--- src/rtl/tff_count_sequencer.sv ---
// Sequences a WIDTH-bit T flip-flop bank as a programmable up/down counter.
// Exports the per-bit toggle enables so an external TFF bank tracks q_o in lock-step.
module tff_count_sequencer #(
  parameter int WIDTH = 8
) (
  input  logic             clk_i,
  input  logic             rst_i,
  input  logic             start_i,
  input  logic             dir_i,
  input  logic             mode_i,
  input  logic [WIDTH-1:0] limit_i,
  input  logic             pause_i,
  input  logic             abort_i,
  output logic [WIDTH-1:0] tog_o,
  output logic [WIDTH-1:0] q_o,
  output logic             busy_o,
  output logic             done_o,
  output logic             wrap_o
);

  typedef enum logic [1:0] {IDLE, RUN, DONE} state_t;

  localparam logic [WIDTH-1:0] ONE = WIDTH'(1);

  state_t           state_q, state_d;
  logic [WIDTH-1:0] q_q, q_d;
  logic [WIDTH-1:0] lim_q, lim_d;
  logic             dir_q, dir_d;
  logic             mode_q, mode_d;
  logic             done_q, wrap_q;
  logic             reload;
  logic [WIDTH-1:0] tog;
  logic [WIDTH-1:0] s_val, e_val;

  assign s_val = dir_q ? lim_q : '0;
  assign e_val = dir_q ? '0 : lim_q;

  always_comb begin
    state_d = state_q;
    q_d     = q_q;
    lim_d   = lim_q;
    dir_d   = dir_q;
    mode_d  = mode_q;
    tog     = '0;
    reload  = 1'b0;
    case (state_q)
      IDLE: begin
        if (start_i) begin
          dir_d   = dir_i;
          mode_d  = mode_i;
          lim_d   = limit_i;
          q_d     = dir_i ? limit_i : '0;
          state_d = RUN;
        end
      end
      RUN: begin
        if (abort_i) begin
          state_d = IDLE;
        end else if (pause_i) begin
          state_d = RUN;
        end else if (q_q == e_val) begin
          if (mode_q) begin
            tog    = q_q ^ s_val;
            reload = 1'b1;
          end else begin
            state_d = DONE;
          end
        end else if (dir_q) begin
          tog = q_q ^ (q_q - ONE);
        end else begin
          tog = q_q ^ (q_q + ONE);
        end
        // Image update is purely the TFF rule, keeping it identical to the external bank.
        q_d = q_q ^ tog;
      end
      DONE: state_d = IDLE;
      default: state_d = IDLE;
    endcase
  end

  always_ff @(posedge clk_i) begin
    if (rst_i) begin
      state_q <= IDLE;
      q_q     <= '0;
      lim_q   <= '0;
      dir_q   <= 1'b0;
      mode_q  <= 1'b0;
      done_q  <= 1'b0;
      wrap_q  <= 1'b0;
    end else begin
      state_q <= state_d;
      q_q     <= q_d;
      lim_q   <= lim_d;
      dir_q   <= dir_d;
      mode_q  <= mode_d;
      done_q  <= (state_d == DONE);
      wrap_q  <= reload;
    end
  end

  assign tog_o  = tog;
  assign q_o    = q_q;
  assign busy_o = (state_q == RUN);
  assign done_o = done_q;
  assign wrap_o = wrap_q;

endmodule

--- config.mk ---
export PLATFORM = sky130hd
export DESIGN_NAME = tff_count_sequencer
export DESIGN_NICKNAME = d
export VERILOG_FILES = /design/src/rtl/tff_count_sequencer.sv
export SDC_FILE = /design/constraint.sdc
export NUM_CORES = 1
export LEC_CHECK = 0
export ABC_AREA = 1
export CORE_MARGIN = 2
export CORE_UTILIZATION = 47
export DETAILED_ROUTE_END_ITERATION = 6
export GPL_ROUTABILITY_DRIVEN = 0
export HOLD_SLACK_MARGIN = 0.12
export PLACE_DENSITY = 0.76
export SYNTH_ARGS = -nofsm -noshare
export SYNTH_HDL_FRONTEND = slang
export SYNTH_SLANG_ARGS = --single-unit
--- constraint.sdc ---
create_clock -name clk_i -period 2.1 [get_ports clk_i]
set_input_delay 0.525 -clock clk_i [delete_from_list [all_inputs] [get_ports clk_i]]
set_output_delay 0.525 -clock clk_i [all_outputs]
set_load 0.01 [all_outputs]
Yosys cells after proc, flatten, opt, wreduce, memory -nomap -nowiden

Index checks and enable logic that the tools add are counted.
Widths: inputs -> output; s select.

Register bits after elaboration: 22
Word-level logic and storage cells: 43

Bitwise gates (word level): 6
Eq/ne operators: 4
Reduce and logical (&&, ||, !) cells: 5
Mux-type cells: 19
Add/sub/neg operators: 2

Operators with widths:

| operator            | count |
|---|---|
| $mux 8              | 11 |
| $xor 8x8->8         | 4 |
| $pmux 8 s2          | 1 |
| $mux 2              | 5 |
| $add 8x1->8 const B | 1 |
| $eq 8x8->1          | 1 |
| $sub 8x1->8 const B | 1 |
| $reduce_or 5->1     | 1 |
| $pmux 2 s2          | 1 |
| $reduce_and 2->1    | 2 |
| $eq 2x1->1 const B  | 1 |
| $eq 2x2->1 const B  | 1 |
| $logic_not 2->1     | 1 |
| $ne 2x2->1 const B  | 1 |
| $not 1->1           | 2 |
| $reduce_bool 2->1   | 1 |
| $mux 1              | 1 |

Logic depth before layout (Yosys ltp)

Gate-level depths: netlist of the first run.

Depth after elaboration: 9
Mapped depth: 14

Worst setup path before layout of the first run

OpenSTA, ideal clock, no wires.

Path type: reg2out
From: register dir_q
To: output tog_o[3]
Data arrival time: 1,693 ps
Path slack: -118 ps
Cell stages (with the launch flop): 9
Data required time: 1,575 ps
Path buffers: 0
Path through: dfxtp_1 > ha_1 > or2_2 > nand2_1 > xor2_1 > inv_1 > nand2_2 > nand3_1 > nor2_1

Longest elaborated chain between the ends: 8
Elaborated cells between the ends (all ways): 11
Those cells by class: eq/ne: 1; mux: 9; bitwise: 1

Ends and longest elaborated chain:

| item                     | line | text |
|---|---|---|
| from (decl)              | 28   | `logic dir_q, dir_d;` |
| from (signal assigned)   | 94   | `dir_q <= dir_d;` |
| $mux 8                   | 35   | `assign s_val = dir_q ? lim_q : '0;` |
| $xor 8x8->8              | 63   | `tog = q_q ^ s_val;` |
| $mux 8                   | 62   | `if (mode_q) begin` |
| $mux 8 (*)               | 61   | `end else if (q_q == e_val) begin` |
| $mux 8 (*)               | 59   | `end else if (pause_i) begin` |
| $mux 8 (*)               | 57   | `if (abort_i) begin` |
| $mux 8 (*) (2 in series) | 46   | `case (state_q)` |
| to (decl)                | 14   | `output logic [WIDTH-1:0] tog_o,` |

Mark *: on every way between the ends. The rest lies on a longest branch, timed or not. The select of a mux whose other input is x is not followed.

Worst setup path in the final report of the first run

From: register dir_q
To: output tog_o[7]

The elaborated chain is that of the path after synthesis.

==> flow_metrics.tcl, run 1 <==
set metrics [dict create \
    final_max_slew_viol_count 0 \
    worstMarginPinSlew_ns 0.491 \
    worstSkewPairLatency_ns 0.27 \
    die_w_um 65.9 \
    cts_made_buffers 3 \
    area.sequential_um2 448 \
    avgSynthCellArea_um2 6.25 \
    fillCellCount 242 \
    layout_commonest_cell "buf_4" \
    fin_nets 404 \
    diodes 0 \
    path_cells "buf_6, ha_4, nand2_2, nor2_2, nand3_2, nand2_1, nand2_1, nand2_1, inv_1, nand2_2, nand3_2, nor2_1, buf_2" \
    fmax_ghz 0.392 \
    ys_seq_elements 22 \
    dieArea_um2 4340 \
    cp_slowest_stage_delay_ns 0.39 \
    fin_ws_ns -0.448 \
    grt_pass1_wl_um 11300 \
    critPathTopFamily "simple AND/OR/NAND/NOR gates" \
    io-pin-count 34 \
    period_minus_slack_ns 2.55 \
    start_kind "flop" \
    drt_first_iter_violations 214 \
    critPathBufInv 3 \
    syn2layout_area_growth_pct 62.3 \
    worstPathRequired_ns 1.57 \
    dp_hpwl_um 4140 \
    p_leak_nw 1.33 \
    relSlewSlack_pct 67.3 \
    yosys_warnings 0 \
    synth_seq_area_share_pct 24.5 \
    synthTopCellsByArea "dfxtp_1, nand3_1, nand2_1" \
    grt.overflow.total 0 \
    final-setup-viol-count 8 \
    clockBufferDepth 2 \
    antenna_found_initial 0 \
    drc 0 \
    port-buffer-count 33 \
    drt_wl_total_um 7360 \
    route.vias.total 2503 \
    cts-root-buf "clkbuf_8" \
    mostFrequentLayoutCells "buf_4, nand2_1, nand3_1" \
    finalCritPeriodShare_pct 121 \
    power_density_nw_per_um2 636 \
    via_per_inst 5.83 \
    h-tree-depth 1 \
    cts_tree "built" \
    cp-end-kind "output pin" \
    drtAntennaViolNets 0 \
    synth_top_area_share_pct 24.5 \
    grt_setup_unrepaired "yes" \
    fp.dieH_um 65.9 \
    clock_skew_ns 0.0102 \
    syn_area_um2 1800 \
    syn_nets 309 \
    max_cap_viol_count 0 \
    worst_ep_arrival_time_ns 2.02 \
    hp-class "reg2reg" \
    multi_input_area_um2 1410 \
    grt_max_degree 18 \
    cp_slowest_cell "dfxtp_4" \
    cts.sinks 22 \
    violations "setup timing" \
    fin_total_pwr_mw 1.86 \
    grt_pass1_vias 2534 \
    hold_violations 0 \
    yosysTopAreaCell "dfxtp_1" \
    firstDrtPassIters 5 \
    num_rows 22 \
    dp_slack_ns -0.593 \
    drt-wirelength-per-cell_um 17.1 \
    hold_ws_ns 0.577 \
    worst-path-max-fanout 6 \
    drive_gt1_share_pct 35.7 \
    vdd_drop_max_uv 417 \
    grt_usage_pct 33.9 \
    ys_types 25 \
    synthCells 288 \
    clk_pin_slew_ns 0.09 \
    critical_path.most_common_cell "nand2_1" \
    status "finished, violations left" \
    start_util_pct 49.2 \
    crit_type "reg2out" \
    core_area_um2 3660 \
]
Yosys cell counts (all sizes together):
library cell / n
dfxtp: 22
nand2: 66
nor3: 1
nand3b: 1
buf: 3
inv: 34
nor2: 29
o21ai: 31
ha: 6
o21bai: 1
xnor2: 6
nand4: 8
clkbuf: 3
or2: 1
a21oi: 27
xor2: 3
nand3: 46
worst register-to-register path, delay by kind of cell, from the launching register on:
family	cells	cell delay, ns
AOI/OAI and AO/OA	1	0.13
adders and majority gates	1	0.29
buffers and inverters	4	0.47
and+or+nand+nor	10	0.74
DFF	1	0.39
cell families after synthesis:
logic type	after synthesis	share of synthesized area, %
AOI/OAI and AO/OA	59	17.0
xor gates and xnor gates	9	4.38
adders and majority gates	6	4.17
buffers and inverters	40	8.90
DFF	22	24.5
and+or+nand+nor	152	41.1
registers in the layout, summed over array words and instances, names as in the netlist:
signal   flops
lim_q        8
mode_q       1
done_o       1
dir_q        1
q_o          8
state_q      2
wrap_o       1
power by group:
group	total, mW	internal (mW)	switching, mW
clock network	0.270	0.128	0.142
registers	0.501	0.457	0.0437
logic	1.09	0.498	0.591
total	1.86	1.08	0.776
worst paths after layout:
path | from | endpoint | slack, ns | cells after the start
setup / recovery | dir_q$_SDFFE_PP0P_ | tog_o[7] | -0.45 | 13
hold / removal | state_q[0]$_SDFF_PP0_ | state_q[0]$_SDFF_PP0_ | 0.58 | 3
setup reg to reg | dir_q$_SDFFE_PP0P_ | q_o[7]$_SDFFE_PP0P_ | 0.03 | 16
hold reg to reg | state_q[0]$_SDFF_PP0_ | state_q[0]$_SDFF_PP0_ | 0.58 | 3
cell type report:
type,count,area share (%)
Inverter,34,4.71
Multi-Input combinational cell,226,48.3
Tap cell,48,2.05
Timing Repair Buffer,96,28.2
Clock buffer,3,1.41
Sequential cell,22,15.3
per-stage QoR:
step                      cell area [um^2]  setup TNS [ns]  cells  util (%)
after detailed placement              2540           -4.52    414      69.5
after CTS                             2840           -2.53    428      77.5
after global routing                  2920           -4.01    429      79.8
final                                 2920           -3.09    429      79.8
after floorplan                       1800        -0.00467    288         -
after global placement                2540           -4.32    414      69.5
what timing repair did:
action,in CTS,in global routing
hold buffers,0,0
gates resized for setup,71,21
pin swaps,17,25
setup buffers,11,1
endpoints found under the setup margin,9,10
metal layers:
layer | part of all wire (%) | track usage [%] | vias up | routed length, um
li1 | - | - | 1150 | -
met1 | 37 | 40.3 | 1145 | 2720
met2 | 49 | 57.3 | 167 | 3580
met3 | 11 | 6.98 | 41 | 790
met4 | 3.7 | 17.4 | 0 | 269
met5 | 0 | 0 | - | 0
Power figures use the tool's default switching activity.
==> run 2, diff against run 1 <==
--- a/config.mk
+++ b/config.mk
@@ -12,6 +12,7 @@
 export GPL_ROUTABILITY_DRIVEN = 0
 export HOLD_SLACK_MARGIN = 0.12
 export PLACE_DENSITY = 0.76
+export REMOVE_ABC_BUFFERS = 1
 export SYNTH_ARGS = -nofsm -noshare
 export SYNTH_HDL_FRONTEND = slang
 export SYNTH_SLANG_ARGS = --single-unit
==> flow_metrics.tcl, run 2 (synthesized netlist as in run 1, its figures left out) <==
set metrics [dict create \
    clkPwrFrac_pct 16.5 \
    final_max_slew_viol_count 0 \
    cp.depth 12 \
    grt_pass1_vias 2389 \
    clock_skew_ns 0.00977 \
    cp_slowest_cell "dfxtp_2" \
    worstPathRequired_ns 1.57 \
    finalCritPeriodShare_pct 125 \
    diodes 0 \
    fin_util_pct 87.0 \
    cp_slowest_stage_delay_ns 0.36 \
    path_cells "buf_6, ha_4, buf_4, nand2_1, nor2_1, nand2_1, nand4_1, nand2_2, nand2_2, nand3_2, nor2_1, buf_2" \
    die_w_um 65.9 \
    p_leak_nw 1.40 \
    status "finished, violations left" \
    power_frac_seq_pct 23.6 \
    drt_first_iter_violations 379 \
    crit_type "reg2out" \
    h-tree-depth 1 \
    grt_setup_unrepaired "yes" \
    p_sw_share_pct 43.6 \
    rrSetupSlack_ns -0.23 \
    critPathTopFamily "simple AND/OR/NAND/NOR gates" \
    drt-wirelength-per-cell_um 19.0 \
    min_from "state_q[0]$_SDFF_PP0_" \
    r2r-start "dir_q$_SDFFE_PP0P_" \
    grt_usage_pct 33.6 \
    port-buffer-count 33 \
    firstDrtPassIters 5 \
    drtAntennaViolNets 0 \
    layout_commonest_cell "buf_4" \
    cts.sinks 22 \
    placed_cell_area_um2 2630 \
    mostFrequentLayoutCells "buf_4, nand2_1, inv_1" \
    worstMarginPinSlew_ns 0.515 \
    p_comb_share_pct 59.9 \
    p_sw_mw 0.934 \
    clk_pin_slew_ns 0.10 \
    fillCellCount 191 \
    hp-class "reg2reg" \
    vdd_drop_max_uv 534 \
    worst-path-max-fanout 5 \
    hold_ws_ns 0.606 \
    cts_tree "built" \
    clockBufferDepth 2 \
    relSlewSlack_pct 65.6 \
    period_minus_slack_ns 2.62 \
    setup_tns_ns -4.02 \
    grt_pass1_wl_um 11000 \
    fmax_ghz 0.382 \
    cp-end-kind "output pin" \
    cts-root-buf "clkbuf_8" \
    drt_wl_total_um 8350 \
    antenna_found_initial 0 \
    whs_path_depth 3 \
    fin_area_um2 3190 \
    worst_ep_arrival_time_ns 2.09 \
    p_int_mw 1.21 \
    grt.overflow.total 0 \
    max_cap_viol_count 0 \
    dieArea_um2 4340 \
    syn2layout_area_growth_pct 76.9 \
    route.vias.total 2676 \
    ctsHoldBuffers 0 \
    hold_end "state_q[0]$_SDFF_PP0_" \
    grt_max_degree 15 \
    reg2reg_to "q_o[2]$_SDFFE_PP0P_" \
    core_area_um2 3660 \
    violations "setup timing" \
    start_kind "flop" \
    worstSkewPairLatency_ns 0.29 \
    critPathBufInv 3 \
    drive_gt1_share_pct 40.3 \
    io-pin-count 34 \
    power_density_nw_per_um2 672 \
    fin_nets 414 \
    start_util_pct 49.2 \
    fin_ws_ns -0.520 \
    final-setup-viol-count 10 \
    cts_made_buffers 3 \
    dp_hpwl_um 4360 \
    num_rows 22 \
    fp.dieH_um 65.9 \
    drc 0 \
    hold_violations 0 \
    r2r_cells 17 \
    via_per_inst 6.08 \
]
-- run 2: cell types whose count changed in the layout (fill, tap and decap cells not counted), sizes merged --
cell / before / now
clkbuf: 3 / 5
buf: 71 / 79
nand2: 66 / 67
-- run 2: stage by stage --
stage	power, mW	setup WS [ns]	cells
2_1_floorplan	0.977	-0.339	282
3_3_place_gp	1.37	-0.569	424
3_5_place_dp	1.39	-0.591	424
4_1_cts	1.89	-0.405	439
5_1_grt	2.22	-0.595	440
6_report	2.14	-0.520	440
-- run 2: cell type report --
class / instances / area, um^2 / share of cell area (%)
repair buffers: 105 / 915 / 28.7
multi-input cells: 227 / 1580 / 49.5
inverters: 34 / 138 / 4.32
flip-flops and latches: 22 / 443 / 13.9
clock buffers: 4 / 55.1 / 1.73
well taps: 48 / 60.1 / 1.89
-- run 2: per-layer routing --
metal / up-vias / global-route usage [%] / part of all wire (%)
li1: 1169 / - / -
met1: 1210 / 40.0 / 35
met2: 228 / 58.3 / 46
met3: 69 / 4.43 / 11
met4: 0 / 17.4 / 6.8
met5: - / 0 / 0
-- run 2: worst max path at each step --
stage / startpoint / end / slack (ns)
detailed placement: dir_q$_SDFFE_PP0P_ / tog_o[6] / -0.59
floorplan: dir_q$_SDFFE_PP0P_ / tog_o[7] / -0.34
global placement: dir_q$_SDFFE_PP0P_ / tog_o[6] / -0.57
finish: dir_q$_SDFFE_PP0P_ / tog_o[6] / -0.52
CTS: dir_q$_SDFFE_PP0P_ / tog_o[6] / -0.41
global route: dir_q$_SDFFE_PP0P_ / tog_o[6] / -0.59
-- run 2: worst reg2reg max path, delay by kind of cell, from the launching register on --
kind	cells	cell delay (ns)
buf+inv	8	0.98
simple gates	7	0.59
flops	1	0.36
compound gates	2	0.34
-- run 2: power by group through the flow --
stage          logic [mW]  registers, mW  clock network (mW)
3_5_place_dp        0.890          0.498                   0
2_1_floorplan       0.455          0.523                   0
6_report             1.28          0.505               0.353
5_1_grt              1.36          0.508               0.357
4_1_cts              1.07          0.496               0.328
3_3_place_gp        0.878          0.497                   0
-- run 2: repair_timing --
item	in CTS	in global routing
setup endpoints to repair	9	9
gates resized for setup	80	42
endpoints found under the hold margin	0	0
pin swaps	9	17
gates cloned	1	1
buffers inserted	10	6
